[config.mk]
export PLATFORM = sky130hd
export DESIGN_NAME = tdm_voice_mixer_flat
export DESIGN_NICKNAME = d
export VERILOG_FILES = /design/src/rtl/tdm_voice_mixer_pkg.sv /design/src/rtl/tdm_voice_mixer_if.sv /design/src/rtl/tdm_vol_regfile.sv /design/src/rtl/tdm_voice_mixer.sv /design/src/flat_wrapper.sv
export SDC_FILE = /design/constraint.sdc
export NUM_CORES = 1
export LEC_CHECK = 0
export BUFFER_PORTS_ARGS = -buffer_cell sky130_fd_sc_hd__buf_4
export CAP_MARGIN = 20
export CORE_ASPECT_RATIO = 1.2
export CORE_MARGIN = 3
export CORE_UTILIZATION = 50
export CTS_CLUSTER_SIZE = 10
export DETAILED_ROUTE_END_ITERATION = 12
export PLACE_DENSITY = 0.71
export SYNTH_ARGS = -nofsm -noshare
export SYNTH_HDL_FRONTEND = slang
export SYNTH_SLANG_ARGS = --single-unit
[constraint.sdc]
create_clock -name sys_clk -period 5.88 [get_ports sys_clk]
set_input_delay 1.176 -clock sys_clk [delete_from_list [all_inputs] [get_ports sys_clk]]
set_output_delay 1.176 -clock sys_clk [all_outputs]
set_load 0.01 [all_outputs]
[src/rtl/tdm_voice_mixer_pkg.sv]
// Shared widths, derived constants and pipeline record types for the TDM voice mixer.
package synth_pkg;

  localparam int D_W       = 16;                  // sample width (unsigned)
  localparam int CHANNELS  = 4;                   // voices per TDM frame
  localparam int CH_BITS   = 2;                   // channel tag width
  localparam int VOL_W     = 8;                   // per-channel volume width
  localparam int PROD_W    = D_W + VOL_W;         // sample * volume
  localparam int ACC_W     = D_W + VOL_W + CH_BITS;
  localparam int MIX_SHAMT = VOL_W + CH_BITS;     // renormalise the frame sum

  typedef logic [CH_BITS-1:0] ch_t;
  typedef logic [D_W-1:0]     sample_t;
  typedef logic [VOL_W-1:0]   vol_t;
  typedef logic [PROD_W-1:0]  prod_t;
  typedef logic [ACC_W-1:0]   acc_t;

  // S1: captured slot plus the volume looked up for its channel.
  typedef struct packed {
    logic    vld;     // a slot has been captured since reset
    logic    en;
    ch_t     ch;
    sample_t sample;
    vol_t    vol;
  } s1_t;

  // S2: scaled product, already zero for disabled slots.
  typedef struct packed {
    logic  vld;
    ch_t   ch;
    prod_t prod;
  } s2_t;

  // Last tag of a frame closes the accumulation.
  function automatic logic is_last_ch(input ch_t ch);
    return ch == ch_t'(CHANNELS - 1);
  endfunction

endpackage

[src/rtl/tdm_voice_mixer_if.sv]
// Slot stream, volume write port and mixed output of the TDM voice mixer.
interface tdm_voice_mixer_if;
  import synth_pkg::*;

  sample_t sample_in;
  logic    ch_en_in;
  ch_t     ch_num_in;
  logic    vol_we;
  ch_t     vol_addr;
  vol_t    vol_data;
  sample_t mix_out;
  logic    mix_valid;

  // Upstream stage and volume controller side.
  modport master (
    output sample_in, ch_en_in, ch_num_in, vol_we, vol_addr, vol_data,
    input  mix_out, mix_valid
  );

  // Mixer side.
  modport slave (
    input  sample_in, ch_en_in, ch_num_in, vol_we, vol_addr, vol_data,
    output mix_out, mix_valid
  );

endinterface

[src/rtl/tdm_vol_regfile.sv]
// Per-channel volume registers: synchronous write, combinational read.
module tdm_vol_regfile
  import synth_pkg::*;
(
  input  logic sys_clk,
  input  logic sys_rst,
  input  logic we,
  input  ch_t  waddr,
  input  vol_t wdata,
  input  ch_t  raddr,
  output vol_t rdata
);

  vol_t vol_q [CHANNELS];

  // Commit volume writes; every channel powers up muted.
  // NOTE: this is a handful of flops, not a RAM, so resetting every entry is cheap and keeps all voices silent until software sets a level.
  always_ff @(posedge sys_clk or posedge sys_rst) begin
    if (sys_rst) begin
      for (int i = 0; i < CHANNELS; i++) vol_q[i] <= '0;
    end else if (we) begin
      vol_q[waddr] <= wdata;
    end
  end

  // A read at the same edge as a write returns the pre-write value.
  assign rdata = vol_q[raddr];

endmodule

[src/rtl/tdm_voice_mixer.sv]
// Three-stage scale-and-sum of a TDM voice stream; one mixed sample per frame.
module tdm_voice_mixer
  import synth_pkg::*;
(
  input  logic             sys_clk,
  input  logic             sys_rst,
  tdm_voice_mixer_if.slave bus
);

  vol_t    vol_rd;
  s1_t     s1_q;
  s2_t     s2_q;
  prod_t   prod_c;
  acc_t    sum_c;
  acc_t    acc_q;
  logic    armed_q;
  sample_t mix_q;
  logic    valid_q;

  tdm_vol_regfile u_vol (
    .sys_clk (sys_clk),
    .sys_rst (sys_rst),
    .we      (bus.vol_we),
    .waddr   (bus.vol_addr),
    .wdata   (bus.vol_data),
    .raddr   (bus.ch_num_in),
    .rdata   (vol_rd)
  );

  // S1: capture one slot every cycle together with its channel volume.
  // NOTE: state registers use non-blocking assignments so every stage samples the previous stage's old value at the same edge.
  always_ff @(posedge sys_clk or posedge sys_rst) begin
    if (sys_rst) begin
      s1_q <= '0;
    end else begin
      s1_q <= '{vld: 1'b1, en: bus.ch_en_in, ch: bus.ch_num_in,
                sample: bus.sample_in, vol: vol_rd};
    end
  end

  // S2 datapath: scale the sample, forcing disabled slots to zero.
  // NOTE: the default assignment first means no path leaves prod_c unassigned, so no latch is inferred.
  always_comb begin
    prod_c = '0;
    if (s1_q.en) prod_c = prod_t'(s1_q.sample) * prod_t'(s1_q.vol);
  end

  // S2: register the product and carry the tag forward.
  always_ff @(posedge sys_clk or posedge sys_rst) begin
    if (sys_rst) begin
      s2_q <= '0;
    end else begin
      s2_q <= '{vld: s1_q.vld, ch: s1_q.ch, prod: prod_c};
    end
  end

  // Running frame sum including the slot now in S2.
  always_comb begin
    sum_c = acc_q + acc_t'(s2_q.prod);
  end

  // S3: accumulate the frame; tag 0 opens it, the last tag emits it if it was opened.
  always_ff @(posedge sys_clk or posedge sys_rst) begin
    if (sys_rst) begin
      acc_q   <= '0;
      armed_q <= 1'b0;
      mix_q   <= '0;
      valid_q <= 1'b0;
    end else begin
      valid_q <= 1'b0;
      if (s2_q.vld) begin
        if (s2_q.ch == '0) begin
          acc_q   <= acc_t'(s2_q.prod);
          armed_q <= 1'b1;
        end else if (is_last_ch(s2_q.ch)) begin
          if (armed_q) begin
            // Sum is below 2^ACC_W, so the truncated shift always fits D_W.
            mix_q   <= sample_t'(sum_c >> MIX_SHAMT);
            valid_q <= 1'b1;
          end
          acc_q   <= '0;
          armed_q <= 1'b0;
        end else begin
          acc_q <= sum_c;
        end
      end
    end
  end

  assign bus.mix_out   = mix_q;
  assign bus.mix_valid = valid_q;

endmodule
[src/flat_wrapper.sv]
// flat-port wrapper written by rule: the top's interface ports become plain ports
module tdm_voice_mixer_flat import synth_pkg::*;
  (sys_clk, sys_rst, bus_sample_in, bus_ch_en_in, bus_ch_num_in, bus_vol_we, bus_vol_addr, bus_vol_data, bus_mix_out, bus_mix_valid);
  tdm_voice_mixer_if bus_i ();
  input  logic sys_clk;
  input  logic sys_rst;
  input wire logic [$bits(bus_i.sample_in)-1:0] bus_sample_in;
  input wire logic [$bits(bus_i.ch_en_in)-1:0] bus_ch_en_in;
  input wire logic [$bits(bus_i.ch_num_in)-1:0] bus_ch_num_in;
  input wire logic [$bits(bus_i.vol_we)-1:0] bus_vol_we;
  input wire logic [$bits(bus_i.vol_addr)-1:0] bus_vol_addr;
  input wire logic [$bits(bus_i.vol_data)-1:0] bus_vol_data;
  output wire logic [$bits(bus_i.mix_out)-1:0] bus_mix_out;
  output wire logic [$bits(bus_i.mix_valid)-1:0] bus_mix_valid;
  assign bus_i.sample_in = bus_sample_in;
  assign bus_i.ch_en_in = bus_ch_en_in;
  assign bus_i.ch_num_in = bus_ch_num_in;
  assign bus_i.vol_we = bus_vol_we;
  assign bus_i.vol_addr = bus_vol_addr;
  assign bus_i.vol_data = bus_vol_data;
  assign bus_mix_out = bus_i.mix_out;
  assign bus_mix_valid = bus_i.mix_valid;
  tdm_voice_mixer u_core (.sys_clk(sys_clk), .sys_rst(sys_rst), .bus(bus_i));
endmodule
Yosys cells after proc, flatten, opt, wreduce, memory -nomap -nowiden
Cells that the tools add are included.
Widths: inputs -> output; s select.

word-level totals
  bits in registers = 131

cells by class
  $lt $le $gt $ge = 3
  add/subtract/negate cells = 1
  reductions and logical operators = 5
  $mul = 1
  mux-type cells = 15
  equal/unequal tests = 1
  bitwise gates (word level) = 3

operators by type and width
  operator            count
  $mux 26             2
  $bwmux 32           1
  $add 26x24->26      1
  $mul 16x8->24       1
  $mux 24             1
  $mux 8              3
  $bmux 8 s2          1
  $demux 8 s2         1
  $ge 3x3->1 const B  2
  $mux 1              6
  $not 2->3           2
  $reduce_and 4->1    1
  $lt 3x1->1 const B  1
  $eq 2x2->1 const B  1
  $logic_not 2->1     1
  $reduce_and 2->1    1
  $reduce_bool 2->1   1
  $logic_and 1x1->1   1
  $not 1->1           1

Depth between registers and ports, before layout
  depth in word-level cells = 6
  depth in mapped cells = 19
  depth with buffers taken out = 18

Cells and area by module
Synthesis repeated with hierarchy kept, for this count alone.

second synthesis, totals
  cell total of the unflattened synthesis = 1014
  area, all modules = 10239.8 um^2

by module, submodules not included
  module           cells an instance  seq. area each (um^2)  area each (um^2)  instances
  tdm_voice_mixer  935                2477.4                 8834.7            1
  tdm_vol_regfile  79                 800.8                  1405.1            1

Worst setup path after synthesis
No wires, ideal clock.

  kind = reg-to-reg
  from = reg u_core.s1_q[7] (netlist bit)
  to = reg u_core.s2_q[20] (netlist bit)
  data arrival time = 4.548 ns
  cell stages (with the launch flop) = 18
  clock period less this slack = 4.667 ns
  data required time = 5.760 ns
  path slack = 1.213 ns
  cells stage by stage = dfrtp_1 clkbuf_1 nand2_1 fa_1 fa_1 inv_1 fa_1 inv_1 fa_1 inv_1 ha_1 a21oi_1 a21o_1 a31oi_1 o41ai_4 nor3_1 or3_1 and3_1

on the way
  word-level cells in the longest chain between the ends = 2

ends and longest elaborated chain
  element                 RTL line               RTL
  start, declared         tdm_voice_mixer.sv:11  s1_t s1_q;
  start signal, assigned  tdm_voice_mixer.sv:36  s1_q <= '{vld: 1'b1, en: bus.ch_en_in, ch: bus.ch_num_in,
  $mul 16x8->24           tdm_voice_mixer.sv:45  if (s1_q.en) prod_c = prod_t'(s1_q.sample) * prod_t'(s1_q.vol);
  $mux 24                 tdm_voice_mixer.sv:45
  net u_core.prod_c[20]   tdm_voice_mixer.sv:13  prod_t prod_c;
  end signal, assigned    tdm_voice_mixer.sv:53  s2_q <= '{vld: s1_q.vld, ch: s1_q.ch, prod: prod_c};
  end, declared           tdm_voice_mixer.sv:12  s2_t s2_q;

The timed path passes the listed nets, and every way through them passes these cells.
A chain may end at the register's enable or synchronous reset.

Worst setup path after layout
  from = reg u_core.s1_q[4] (netlist bit)
  to = reg u_core.s2_q[20] (netlist bit)

The elaborated chain is that of the path after synthesis.

==> results.txt <==
fin crit share -> 85.2%
largest net degree at the start of global routing -> 98
average size of a mapped cell -> 10.4 um2
Reg2Reg Depth -> 16
CP arrival -> 5320 ps
clk slew on worst S/H paths -> 60 ps
vias in the first global route -> 6,893
hold crit path type -> reg2reg
CTS H-tree lvls -> 4
required time of the critical path -> 6190 ps
Tmin final -> 5010 ps
syn nets -> 1,162
final hold viol count -> 0
hold path depth -> 0
die area -> 0.0220 mm2
simple-gate share of the synthesized area -> 14.9%
RSZ-0062 raised after global routing -> false
main combinational cell family by area after synthesis -> adder cells
adder-cell share of the synthesized area -> 25.5%
worst skew pair latency -> 410 ps
Final ANT Viol Nets -> 0
Die Ht -> 162 um
Setup TNS Final -> 0 ps
layout cells sized above 1 -> 14.4%
FF+latch count, synth -> 131
Syn. warnings -> 0
# DRC -> 0
# diodes -> 0
Area Overhead vs Synth -> 11.7%
max-slew violation count -> 0
Root Driver -> clkbuf_16
CTS Hold Bufs -> 0
synthesized area -> 0.0101 mm2
share of synthesized registers carrying an async set or reset -> 100%
outcome -> finished, final reports clean
Critical Path Most Common Cell -> fa_1
Crit Path Class -> reg2reg
vias per cell -> 5.18
CP Capture Type -> flip-flop
Seq/Total Area, Yosys -> 32.4%
Setup-failing EPs final -> 0
via count -> 6,673
Chip Width -> 136 um
Iter 0 DRT Violations -> 333
global-route wire length before repair -> 32,900 um
Clock Path Buffers -> 2
CTS tree -> yes
fmax -> 0.200 GHz
Clock Skews -> 8.92 ps
CP Launch Type -> flip-flop
First-pass DRT Iterations -> 4
setup bufs post-CTS -> 0
antenna violations before repair -> 0
Synth Area in XOR/XNOR -> 3.20%
delay of the slowest critical-path stage -> 550 ps
core area -> 0.0197 mm2
HPWL after DPL -> 14,500 um
Syn Inst Count -> 975
I/O pins -> 49
Netlist cell types -> 64
most frequently used flop master after synthesis -> dfrtp_1
GRT Resource Usage Total -> 18.4%
EDFF count, synth -> 0
max_cap viols -> 0
CTS Buf Count -> 17
clock sinks -> 131
final net count -> 1,203
Routed WL per cell -> 14.5 um
post-synthesis mux area share -> 5.80%
Initial Utilization -> 51.4%
final wirelength -> 18,600 um
Max-slew headroom -> 45.0%
post-CTS sizing -> 0
Critical Path Fanout Max -> 16
Final GP Congestion -> 0.865
Worst-Margin Slew -> 825 ps
CP max-delay cell -> dfrtp_1
Port Buffer Count -> 48
Overflow after GRT -> 0
complex-gate fraction of the synthesized area -> 12.2%
crit-path cells -> and2_1, fa_1, fa_1, inv_1, fa_1, fa_1, inv_1, ha_1, a21o_1, a21oi_1, a21o_1, a31oi_1, o41ai_4, nor3_1, or3_1, and3_1
row count -> 56
final timing paths:
| check | slack [ps] | startpoint | end |
|---|---|---|---|
| setup reg to reg | 870 | u_core.s1_q[4]$_DFF_PP0_ | u_core.s2_q[20]$_DFF_PP0_ |
| hold reg to reg | 350 | u_core.s1_q[27]$_DFF_PP0_ | u_core.s2_q[26]$_DFF_PP0_ |
| max in group asynchronous | 4000 | sys_rst | u_core.s2_q[7]$_DFF_PP0_ |
| setup / recovery | 870 | u_core.s1_q[4]$_DFF_PP0_ | u_core.s2_q[20]$_DFF_PP0_ |
| min in group asynchronous | 930 | sys_rst | u_core.u_vol.vol_q[4]$_DFFE_PP0P_ |
| hold / removal | 350 | u_core.s1_q[27]$_DFF_PP0_ | u_core.s2_q[26]$_DFF_PP0_ |
routing by layer:
metal | vias to the layer above | track usage (%) | part of all wire, %
met1 | 3238 | 24.6 | 45
met2 | 95 | 30.5 | 50
li1 | 3319 | - | -
met3 | 21 | 2.73 | 2.7
met5 | - | 0 | 0
met4 | 0 | 7.20 | 2.0
worst max-delay path, delay by kind of cell (launching register included):
kind / cells / cell delay [ps]
adders and majority gates: 5 / 2330
AOI/OAI and AO/OA: 5 / 1080
and+or+nand+nor: 4 / 820
DFF: 1 / 550
buffers and inverters: 2 / 90
flip-flops by register name (all words and copies together), names as in the netlist:
signal	flops
u_core.bus.mix_out	16
u_core.armed_q	1
u_core.bus.mix_valid	1
u_core.u_vol.vol_q	32
u_core.s2_q	27
u_core.acc_q	26
u_core.s1_q	28
final cells by class:
type                    count  area [um2]
fillers                  1724        8390
multi-input cells         696        6240
flip-flops and latches    131        3280
clock buffers              22         474
inverters                 116         440
repair buffers             54         413
well taps                 261         327
clock inverters             9         128
cells in the mapped netlist (8+ instances only):
master	number	area share [%]
nor3_1	12	0.59
xor2_1	15	1.3
a21o_1	15	1.1
mux2_2	33	3.7
dfrtp_1	131	32
inv_1	116	4.3
and2_1	123	7.6
ha_1	70	8.7
mux4_2	8	1.8
nor2b_1	8	0.49
nand3_1	9	0.45
nand4_1	8	0.49
fa_1	85	17
a31oi_1	9	0.56
o21ai_0	34	1.7
a21oi_1	56	2.8
a22oi_1	9	0.67
xnor2_1	22	1.9
nor2_1	35	1.3
clkbuf_1	27	1.0
nand2_1	61	2.3
and3_1	8	0.49
cell families after synthesis:
| logic type | count (synthesis) |
|---|---|
| AOI/OAI and AO/OA | 177 |
| xor gates and xnor gates | 37 |
| adders and majority gates | 155 |
| buffers and inverters | 148 |
| DFF | 131 |
| muxes | 44 |
| other | 1 |
| and+or+nand+nor | 282 |
cell usage in the layout (no fill, tap or decap), types with 3 or more instances in the layout:
cell / n
mux4_2: 8
a31oi_1: 9
o21a_1: 7
o21bai_1: 6
or3_1: 7
buf_4: 53
xor2_1: 15
clkbuf_16: 17
ha_1: 70
and2_1: 123
nor3_1: 12
o21ai_1: 4
xnor2_1: 22
bufinv_16: 3
nand2b_1: 3
clkbuf_8: 3
a22oi_1: 9
a21o_2: 3
dfrtp_1: 131
clkinv_2: 4
o21ai_2: 3
o21ai_0: 34
nand4_1: 8
a21oi_1: 56
o31a_1: 3
a21o_1: 15
nand3b_1: 3
and3_1: 8
inv_1: 115
fa_1: 85
nand2_1: 61
nor2_1: 35
nor2b_1: 8
mux2_2: 33
a21boi_0: 4
nand3_1: 9
metrics by stage:
| step | instance area, um2 | setup WS [ps] | instances | hold WS, ps | util, % |
|---|---|---|---|---|---|
| 2_1_floorplan | 10100 | 1210 | 975 | 331 | - |
| 3_3_place_gp | 10700 | 931 | 1256 | 333 | 54.2 |
| 3_5_place_dp | 10700 | 878 | 1256 | 337 | 54.2 |
| 4_1_cts | 11300 | 852 | 1287 | 350 | 57.3 |
| 5_1_grt | 11300 | 615 | 1289 | 349 | 57.4 |
| 6_report | 11300 | 870 | 1289 | 347 | 57.4 |
Power is not shown: default switching activity piles up to over one toggle a cycle in this logic, so the estimate is an artifact.
